[src/rtl/uart1_rx.sv]
// UART1 serial receiver: start, 8 data bits LSB first, even parity, one stop bit.
// Each completed frame is reported with a one-cycle rx_valid pulse and held status flags.
module uart1_rx #(
  parameter int CLKS_PER_BIT = 1
) (
  input  logic       clk,
  input  logic       rst,
  input  logic       serial_in,
  output logic [7:0] rx_data,
  output logic       rx_valid,
  output logic       parity_err,
  output logic       frame_err,
  output logic       busy
);

  // state  | meaning
  // IDLE   | line idle, waiting for a 0 to mark a start bit
  // START  | timing out the remainder of the start bit, false-start check at mid-bit
  // DATA   | sampling the 8 data bits, LSB first
  // PARITY | sampling the parity bit
  // STOP   | sampling the stop bit and publishing the frame
  // BREAK  | line held low after a bad stop bit; wait for it to return high

  localparam int            CW   = $clog2(CLKS_PER_BIT) + 1;
  localparam logic [CW-1:0] LAST = CW'(CLKS_PER_BIT - 1);
  localparam logic [CW-1:0] HALF = CW'((CLKS_PER_BIT - 1) / 2);

  typedef enum logic [2:0] {IDLE, START, DATA, PARITY, STOP, BREAK} state_t;

  state_t        state, state_nx;
  logic [CW-1:0] cnt, cnt_nx;
  logic [3:0]    bit_cnt, bit_cnt_nx;
  logic [7:0]    shift, shift_nx;
  logic          par_bit, par_nx;
  logic          done;
  logic          at_half, at_last;

  assign at_half = (cnt == HALF);
  assign at_last = (cnt == LAST);
  assign busy    = (state != IDLE);

  always_ff @(posedge clk or posedge rst) begin
    if (rst) begin
      state      <= IDLE;
      cnt        <= '0;
      bit_cnt    <= '0;
      shift      <= '0;
      par_bit    <= 1'b0;
      rx_data    <= 8'h00;
      rx_valid   <= 1'b0;
      parity_err <= 1'b0;
      frame_err  <= 1'b0;
    end else begin
      state    <= state_nx;
      cnt      <= cnt_nx;
      bit_cnt  <= bit_cnt_nx;
      shift    <= shift_nx;
      par_bit  <= par_nx;
      rx_valid <= done;
      if (done) begin
        rx_data    <= shift;
        parity_err <= par_bit ^ (^shift);
        frame_err  <= ~serial_in;
      end
    end
  end

  always_comb begin
    state_nx   = state;
    cnt_nx     = at_last ? '0 : cnt + 1'b1;
    bit_cnt_nx = bit_cnt;
    shift_nx   = shift;
    par_nx     = par_bit;
    done       = 1'b0;
    case (state)
      IDLE: begin
        cnt_nx = '0;
        if (!serial_in) begin
          // With one clock per bit the start bit is already over, so the counter
          // restarts at 0 for the first data bit instead of counting on.
          cnt_nx     = (CLKS_PER_BIT == 1) ? '0 : CW'(1);
          bit_cnt_nx = '0;
          state_nx   = (CLKS_PER_BIT == 1) ? DATA : START;
        end
      end
      START: begin
        if (HALF != '0 && at_half && serial_in) begin
          state_nx = IDLE;
          cnt_nx   = '0;
        end else if (at_last) begin
          state_nx   = DATA;
          bit_cnt_nx = '0;
        end
      end
      DATA: begin
        if (at_half) shift_nx = {serial_in, shift[7:1]};
        if (at_last) begin
          if (bit_cnt == 4'd7) state_nx = PARITY;
          else                 bit_cnt_nx = bit_cnt + 4'd1;
        end
      end
      PARITY: begin
        if (at_half) par_nx = serial_in;
        if (at_last) state_nx = STOP;
      end
      STOP: begin
        if (at_half) begin
          done     = 1'b1;
          cnt_nx   = '0;
          state_nx = serial_in ? IDLE : BREAK;
        end
      end
      BREAK: begin
        cnt_nx = '0;
        if (serial_in) state_nx = IDLE;
      end
      default: begin
        state_nx = IDLE;
        cnt_nx   = '0;
      end
    endcase
  end

endmodule

[config.mk]
export PLATFORM = sky130hd
export DESIGN_NAME = uart1_rx
export DESIGN_NICKNAME = d
export VERILOG_FILES = /design/src/rtl/uart1_rx.sv
export SDC_FILE = /design/constraint.sdc
export NUM_CORES = 1
export LEC_CHECK = 0
export BUFFER_PORTS_ARGS = -buffer_cell sky130_fd_sc_hd__clkbuf_2
export CORE_UTILIZATION = 55
export CTS_BUF_LIST = sky130_fd_sc_hd__clkbuf_4
export CTS_CLUSTER_DIAMETER = 30
export CTS_CLUSTER_SIZE = 30
export DETAILED_ROUTE_END_ITERATION = 12
export PLACE_DENSITY = 0.85
export SYNTH_ARGS = -nofsm -noshare
export SYNTH_HDL_FRONTEND = slang
export SYNTH_SLANG_ARGS = --single-unit
[constraint.sdc]
create_clock -name clk -period 3.2 [get_ports clk]
set_clock_uncertainty 0.05 [all_clocks]
set_input_delay 0.32 -clock clk [delete_from_list [all_inputs] [get_ports clk]]
set_output_delay 0.32 -clock clk [all_outputs]
set_load 0.005 [all_outputs]
==> results.md, run 1 <==
- The flow ran to the end, but the final reports show violations.
- The final reports fail on design-rule violations.
- For this run, design rule violations remaining after detail routing come to 1.
- The post-detailed-routing wire length is 1770 um.
- The total power draw is 1.33 mW.
- Cells fill 64.6% of the core in the end.
- The worst setup path is of the reg2reg kind.
- The detailed-routing iteration count for the pre-antenna-repair pass is 7.
- Yosys attributes the largest share of cell area to sky130_fd_sc_hd__dfrtp_1 59%, sky130_fd_sc_hd__mux2_2 18%, sky130_fd_sc_hd__nand2_1 3.3%, sky130_fd_sc_hd__xnor2_1 3.1%, sky130_fd_sc_hd__xnor3_1 2.0%.
- In this run the number of H-tree levels came out at 1.
- The most used flip-flop cell after synthesis is sky130_fd_sc_hd__dfrtp_1.
- The count of endpoints failing hold in the final timing report is 0.
- The routed layout has about 650 vias.
- After the first detailed-routing iteration, the DRC count stood at 5.
- The tool flagged a number of max-cap violations equal to 0.
- Excluding fillers, the count of instances in the completed layout stands at 128.
- The wire length of the first global-routing pass is ~2700 um.
- 15 I/O pins were placed.
- The worst-case vdd ir drop is around 0.56 mV.
- Adding up every negative setup slack in the final design gives 0 ns.
- The remaining number of nets flagged by the antenna check after routing is 0.
- At the end of routability-driven placement, the weighted congestion stood at between 0.8 and 0.9.
- For this design, the CTS-stage hold fixing added 0 buffers.
- Summed over all layers, the global routing overflow is 0.
- The maximum fanout encountered on the critical timing path is 13.
- Cells with a size suffix above 1 make up 39.6% of the layout.
- In the routed layout, each cell is associated on average with a via count of 5.09.
- From synthesis to final layout, the design area changed by 10.3%.
- The sequential area share after synthesis is 58.8%.
- The maximum number of buffers from clock root to sink is 2.
- The post-cts sizing count is 0.
- The number of antenna violations at the first check in global routing came to 0.
- The overall die width is approximately 48 um.
- The area of the die is between 2000 and 2500 um^2.
- The post-layout minimum cycle time is 1.75 ns.
- The net count after synthesis is 89.
- For this configuration, the core starts out at a cell density of about three fifths.
- The largest area contributor in the netlist is sky130_fd_sc_hd__dfrtp_1.
- The number of placement rows is 16.
- At the later pin of the worst-skew pair, clock insertion delay measures a little over 0.3 ns.
- The number of setup violations in the final report is 0.
- The top cell types in the final layout, fill and taps aside, are 27 x sky130_fd_sc_hd__dfrtp_1, 18 x sky130_fd_sc_hd__mux2_2, 14 x sky130_fd_sc_hd__clkbuf_2, 10 x sky130_fd_sc_hd__nand2_1, 4 x sky130_fd_sc_hd__xnor2_1.
- The slew at the pin with the worst max-slew slack is 1.00 ns.
- The die is ~48 um tall.
- The clock-pin slew reported for the worst setup and hold paths after clock tree synthesis is 0.13 ns.
- Including well taps, the total number of placed cells is 124.
- In this run the tightest slew margin relative to its limit is between 30% and 40%.
- The arrival time of the worst setup path is 1.91 ns.
- The HPWL after detailed placement is approximately 1200 um.
- The number of slew-limit violations in the final report is 0.
- STA classifies the critical path endpoint as a flop.
- Based on the critical path, the design can be clocked at up to 0.570 GHz.
- The flip-flop and latch count after synthesis is 27.
- Summed over all cells, the static leakage comes to ~0.65 nW.
- The path class of the tightest hold or removal check is in2async.
- Entering global routing, the biggest net connects 28 pins.
- Of the available clock period, the critical path in the final layout requires between 50% and 60%.
- Dividing the synthesized area by the synthesized cell count gives 13.5 um^2.
- At the worst endpoint, the required time is roughly 3.4 ns.
- Setup repair after global routing left no endpoint under its margin.
- In this run the power density over the cells is roughly 1000 nW/um^2.
- The sort of element at the start of the critical path is a flop.
- The area share of the largest cell type after synthesis is about 59%.
- After clock tree synthesis, the setup repair step added 0 buffers.
- In the final routed layout, each cell accounts on average for ~14 um.
- The cell sitting at the root of the clock tree is a sky130_fd_sc_hd__clkbuf_4.
- Of all flip-flops after synthesis, the portion carrying an async set or reset was 100%.
- The synthesized instance count is 85.
- The clock sink count is 27.
- In this run, CTS created clock tree buffers numbering 3.
- The Yosys step of the flow raised 0 warnings.
- Global routing consumed, over all layers together, between 10% and 20% of the routing resources.
- The net count of the finished layout is around 110.
- The via count of the first global-routing pass is between 600 and 700.
- During placement, the flow inserted port buffers numbering 14.
- The number of enable-type register cells in the synthesized netlist is 0.
- The number of antenna diodes is 0.
- The cell area that synthesis handed to floorplanning was between 1000 and 1500 um^2.
- The CTS tree is yes.
- Leaving out fill and tap cells, the most frequent cell in the layout is sky130_fd_sc_hd__dfrtp_1.
- The area of the placeable core is 1960 um^2.
- In this run, distinct cell masters in the synthesized netlist total 25.
==> per-stage QoR <==
step	setup slack (ns)	hold WS, ns	cell area, um^2
2_1_floorplan	1.86	0.323	1150
3_3_place_gp	1.51	0.413	1240
3_5_place_dp	1.46	0.428	1240
4_1_cts	1.44	0.166	1270
5_1_grt	1.29	0.193	1270
6_report	1.45	0.156	1270
==> registers in the layout (all words and copies together) (netlist names) <==
signal and count:
state 3, shift 8, frame_err 1, par_bit 1, bit_cnt 4, rx_data 8, parity_err 1, rx_valid 1
==> cell families after synthesis <==
logic type,after synthesis,synth area share (%)
DFF,27,58.8
and+or+nand+nor,20,9.48
muxes,18,17.6
AOI/OAI and AO/OA,8,4.68
xor gates and xnor gates,7,6.54
buffers and inverters,4,1.74
adders and majority gates,1,1.09
==> critical path, cell delays in order, from the launching register on <==
cell and delay [ns]:
sky130_fd_sc_hd__dfrtp_1 0.46, sky130_fd_sc_hd__nor3b_2 0.73, sky130_fd_sc_hd__mux2_2 0.42
==> layer usage <==
| layer | vias to the layer above | share of wire, % | GRT usage, % |
|---|---|---|---|
| met5 | - | 0 | 0 |
| met4 | 0 | 0 | 6.67 |
| met2 | 11 | 49 | 26.5 |
| met1 | 315 | 48 | 24.6 |
| li1 | 326 | - | - |
| met3 | 0 | 2.5 | 4.91 |
==> power by group <==
part | internal (mW) | total, mW | switching, mW
clock network | 0.0467 | 0.138 | 0.0916
registers | 0.482 | 0.606 | 0.124
logic | 0.355 | 0.586 | 0.232
==> area by class of cell <==
type                       instances  area (um^2)
fill                             165          694
sequential                        27          676
multi-input combinational         54          453
timing repair buffer              14         70.1
tap                               27         33.8
clock buffer                       3         22.5
inverter                           2         7.51
clock inverter                     1         5.00
==> synthesized netlist by cell type (2+ instances only) <==
cell and n:
sky130_fd_sc_hd__dfrtp_1 27, sky130_fd_sc_hd__a22o_1 2, sky130_fd_sc_hd__inv_1 2, sky130_fd_sc_hd__mux2_2 18
sky130_fd_sc_hd__xor2_1 2, sky130_fd_sc_hd__nand3_1 2, sky130_fd_sc_hd__xnor2_1 4, sky130_fd_sc_hd__a21oi_1 2
sky130_fd_sc_hd__nand2_1 10
==> path summary, 6_finish.rpt <==
check                      depth (start not counted)          to  slack, ns       start
max reg2reg                                        2    shift[7]       1.45    state[1]
min reg2reg                                        2  parity_err       0.45  parity_err
max in group asynchronous                          2  bit_cnt[1]       2.34         rst
max                                                2    shift[7]       1.45    state[1]
min                                                2    shift[6]       0.16         rst
min in group clk                                   2    state[1]       0.23   serial_in
Note: power is estimated with default switching activity, not from simulation.
==> run 2, diff against run 1 <==
--- a/config.mk
+++ b/config.mk
@@ -6,7 +6,7 @@
 export NUM_CORES = 1
 export LEC_CHECK = 0
 export BUFFER_PORTS_ARGS = -buffer_cell sky130_fd_sc_hd__clkbuf_2
-export CORE_UTILIZATION = 55
+export CORE_UTILIZATION = 52
 export CTS_BUF_LIST = sky130_fd_sc_hd__clkbuf_4
 export CTS_CLUSTER_DIAMETER = 30
 export CTS_CLUSTER_SIZE = 30
==> constraint.sdc (replaced) <==
create_clock -name clk -period 1.6 [get_ports clk]
set_clock_uncertainty 0.05 [all_clocks]
set_input_delay 0.16 -clock clk [delete_from_list [all_inputs] [get_ports clk]]
set_output_delay 0.16 -clock clk [all_outputs]
set_load 0.005 [all_outputs]
==> run 2 against run 1 <==
The flow now finishes without violations. Global-route usage shrank 1.7 points. Core utilization down 0.68 points. Die area grew 5.5%. Wire length fell by 7.0%. Clock-buffer cell count did not move. Clock power grew 99%. Worst setup slack worse by 1.3 ns. Register-to-register slack lost 1.3 ns. Worst hold slack got worse by 0.095 ns. Power increased by 100%. First-iteration DRC count decreased by 20%. Largest cell class unchanged.
==> results.md, run 2 (synthesized netlist as in run 1, its figures left out) <==
- The flow ran to the end, and the final reports show no timing, DRC or antenna violations.
- The area after detailed placement was 1250 um^2 (+1.2%).
- The capture point of the critical path is bit_cnt[0].
- The die height is 49 um (+2.7%).
- The power share of the sequential group was 45.0% (-0.5 points).
- The number of buffers inserted for hold repair after clock tree synthesis came to 1 (+1).
- The path type of the worst setup path is reg2reg.
- The switching power summed over all nets is 886 uW (+98%).
- The total negative setup slack is 0 ns (unchanged).
- The area used by sequential logic in the layout is 676 um^2 (unchanged).
- The maximum number of buffers from clock root to sink is 2 (unchanged).
- The number of buffers inserted by port buffering is 14 (unchanged).
- The global-route usage over all layers was 16.0% (-1.7 points).
- The end of the worst register-to-register path is bit_cnt[0].
- The remaining global-route overflow was 0 (unchanged).
- The clock buffer count from CTS came to 3 (unchanged).
- The share of total power consumed by net switching was 33.1% (-0.46 points).
- The worst-case vdd ir drop is 1.15 mV (+110%).
- The number of max-cap violations was 0 (unchanged).
- The number of antenna diodes is 0 (unchanged).
- The post-placement worst setup slack came to 0.142 ns (-1.32 ns).
- Setup repair after global routing left no endpoint under its margin.
- The wire length of the first global-routing pass came to 2840 um (+6.4%).
- The number of inserted filler cells in the final layout came to 164 (-0.61%).
- The total power draw is 2.67 mW (+100%).
- The H-tree depth reported by CTS came to 1 (unchanged).
- The cell type group with the largest total delay on the critical path is flip-flops.
- The area of the placeable core was 2020 um^2 (+3.1%).
- The clock sink count was 27 (unchanged).
- The detailed-routing iteration count for the pre-antenna-repair pass is 4 (-3).
- The cell seen most often among critical-path stages is sky130_fd_sc_hd__nand2_1.
- The cell with the largest stage delay on the worst path is sky130_fd_sc_hd__dfrtp_1.
- The static leakage is 0.665 nW (+2.1%).
- In the layout the commonest cells are 27 x sky130_fd_sc_hd__dfrtp_1, 18 x sky130_fd_sc_hd__mux2_2, 14 x sky130_fd_sc_hd__clkbuf_2, 10 x sky130_fd_sc_hd__nand2_1, 4 x sky130_fd_sc_hd__xnor2_1.
- The max-slew headroom at the worst pin is 69.9% (+37 points).
- The wire length per cell after detailed routing is 12.6 um (-9.1%).
- The required time of the worst setup path is 1.76 ns (-1.60 ns).
- The internal reg-to-reg setup slack came to 0.12 ns (-1.33 ns).
- The final net count came to 109 (+2.8%).
- The largest registers in the layout are rx_data x8, shift x8, bit_cnt x4.
- Clock tree synthesis selected as its root buffer the cell sky130_fd_sc_hd__clkbuf_4.
- The post-route worst setup slack was 0.119 ns (-1.33 ns).
- The number of setup violations in the final report is 0 (unchanged).
- The worst setup path is captured at a flop.
- The count of endpoints failing hold in the final timing report was 0 (unchanged).
- The number of antenna violations at the first check in global routing was 0 (unchanged).
- The depth of the worst register-to-register path is 5 (+3).
- The number of design rule violations left after detail routing is 0 (-1).
- The post-cts sizing count was 0 (unchanged).
- The final instance area came to 1290 um^2 (+2.0%).
- The post-layout minimum cycle time is 1.48 ns (-0.274 ns).
- The final worst hold slack is 0.0617 ns (-0.0947 ns).
- The post-detailed-routing wire length was 1650 um (-7.0%).
- The HPWL after detailed placement was 1200 um (-2.6%).
- The number of slew-limit violations in the final report is 0 (unchanged).
- The number of buffers and inverters on the critical path is 0 (unchanged).
- The sort of element at the start of the critical path is a flop.
- The tightest min-delay check is of the in2reg type.
- The initial core utilization is 56.8% (-1.7 points).
- TritonCTS built the clock tree.
- The area of the die was 2400 um^2 (+5.5%).
- The via density per instance is 5.24 (+3.0%).
- Walking the worst path, the cells encountered are ha_1, and3b_1, nand2_1, nand2_1, mux2_2.
- The final period utilization came to 92.6% (+38 points).
- The maximum fanout encountered on the critical timing path was 4 (-9).
- The combinational share of power is 44.8% (+0.7 points).
- The via count of the first global-routing pass came to 631 (+4.8%).
- The highest achievable clock rate is 0.675 GHz (+18%).
- The power per standard cell area is 2070 nW/um^2 (+97%).
- The internal portion of total power was 1.79 mW (+100%).
- The last weighted congestion value of the routability-driven placer is 0.701 (-14%).
- The slew at the pin with the worst max-slew slack is 0.450 ns (-0.555 ns).
- The launch point of the worst reg-to-reg path is bit_cnt[0].
- The clock-pin slew reported for the worst setup and hold paths after clock tree synthesis is 0.13 ns (about the same).
- The total number of vias is 687 (+5.4%).
- The most common library cell in the layout ignoring fill and taps is sky130_fd_sc_hd__dfrtp_1.
- The number of buffers inserted by post-CTS setup repair came to 0 (unchanged).
- The launch point of the critical path is bit_cnt[0].
- The number of placement rows is 16 (unchanged).
- The number of DRC violations after detailed-routing iteration 0 is 4 (-1).
- The arrival time of the worst setup path came to 1.64 ns (-0.27 ns).
- The area growth from synthesis to layout is 12.5%.
- The remaining number of nets flagged by the antenna check after routing is 0 (unchanged).
- The worst-skew pair later-pin latency is 0.31 ns (about the same).
- The delay of the slowest cell on the worst path is 0.42 ns (-0.31 ns).
- The clock network fraction of design power was 10.3% (about the same).
- The area of the multi-input gates is 453 um^2 (unchanged).
- The maximum number of pins on one net before global-route repair came to 28 (unchanged).
- The fraction of final layout cells with drive strength greater than 1 is 40.4% (+0.78 points).
- The number of ports placed on the die boundary came to 15 (unchanged).
- The overall die width came to 49 um (+2.7%).
- The number of gates on the worst path with buffers counted was 5 (+3).
-- run 2: metrics by stage --
stage	utilization [%]	instances
after floorplan	-	85
after global placement	62.1	126
after detailed placement	62.1	126
after CTS	63.9	131
after global routing	63.9	131
final	63.9	131
-- run 2: cell type report --
type / count / share of cell area, %
inverters: 2 / 0.581
clock buffers: 3 / 1.74
multi-input cells: 54 / 35.0
clock inverters: 1 / 0.387
well taps: 27 / 2.61
repair buffers: 17 / 7.36
flip-flops and latches: 27 / 52.3
-- run 2: worst min path at each step --
| stage | depth (start not counted) | to | startpoint | slack (ns) |
|---|---|---|---|---|
| 5_1_grt | 2 | frame_err | serial_in | 0.07 |
| 3_5_place_dp | 3 | rx_data[0] | rst | 0.16 |
| 4_1_cts | 2 | frame_err | serial_in | 0.05 |
| 3_3_place_gp | 3 | rx_data[0] | rst | 0.16 |
| 2_1_floorplan | 1 | bit_cnt[0] | rst | 0.16 |
| 6_report | 2 | frame_err | serial_in | 0.06 |
-- run 2: per-layer routing --
layer,up-vias,share of wire [%],global-route usage (%)
met4,0,2.1,7.35
met3,4,2.7,2.80
li1,332,-,-
met5,-,0,0
met1,335,47,21.2
met2,16,48,25.7
-- run 2: power by group through the flow --
stage | registers [mW] | logic, mW | clock network, mW
6_report | 1.20 | 1.20 | 0.274
5_1_grt | 1.25 | 1.34 | 0.314
4_1_cts | 1.20 | 1.22 | 0.288
3_5_place_dp | 1.22 | 1.21 | 0
3_3_place_gp | 1.20 | 1.16 | 0
2_1_floorplan | 1.17 | 0.968 | 0
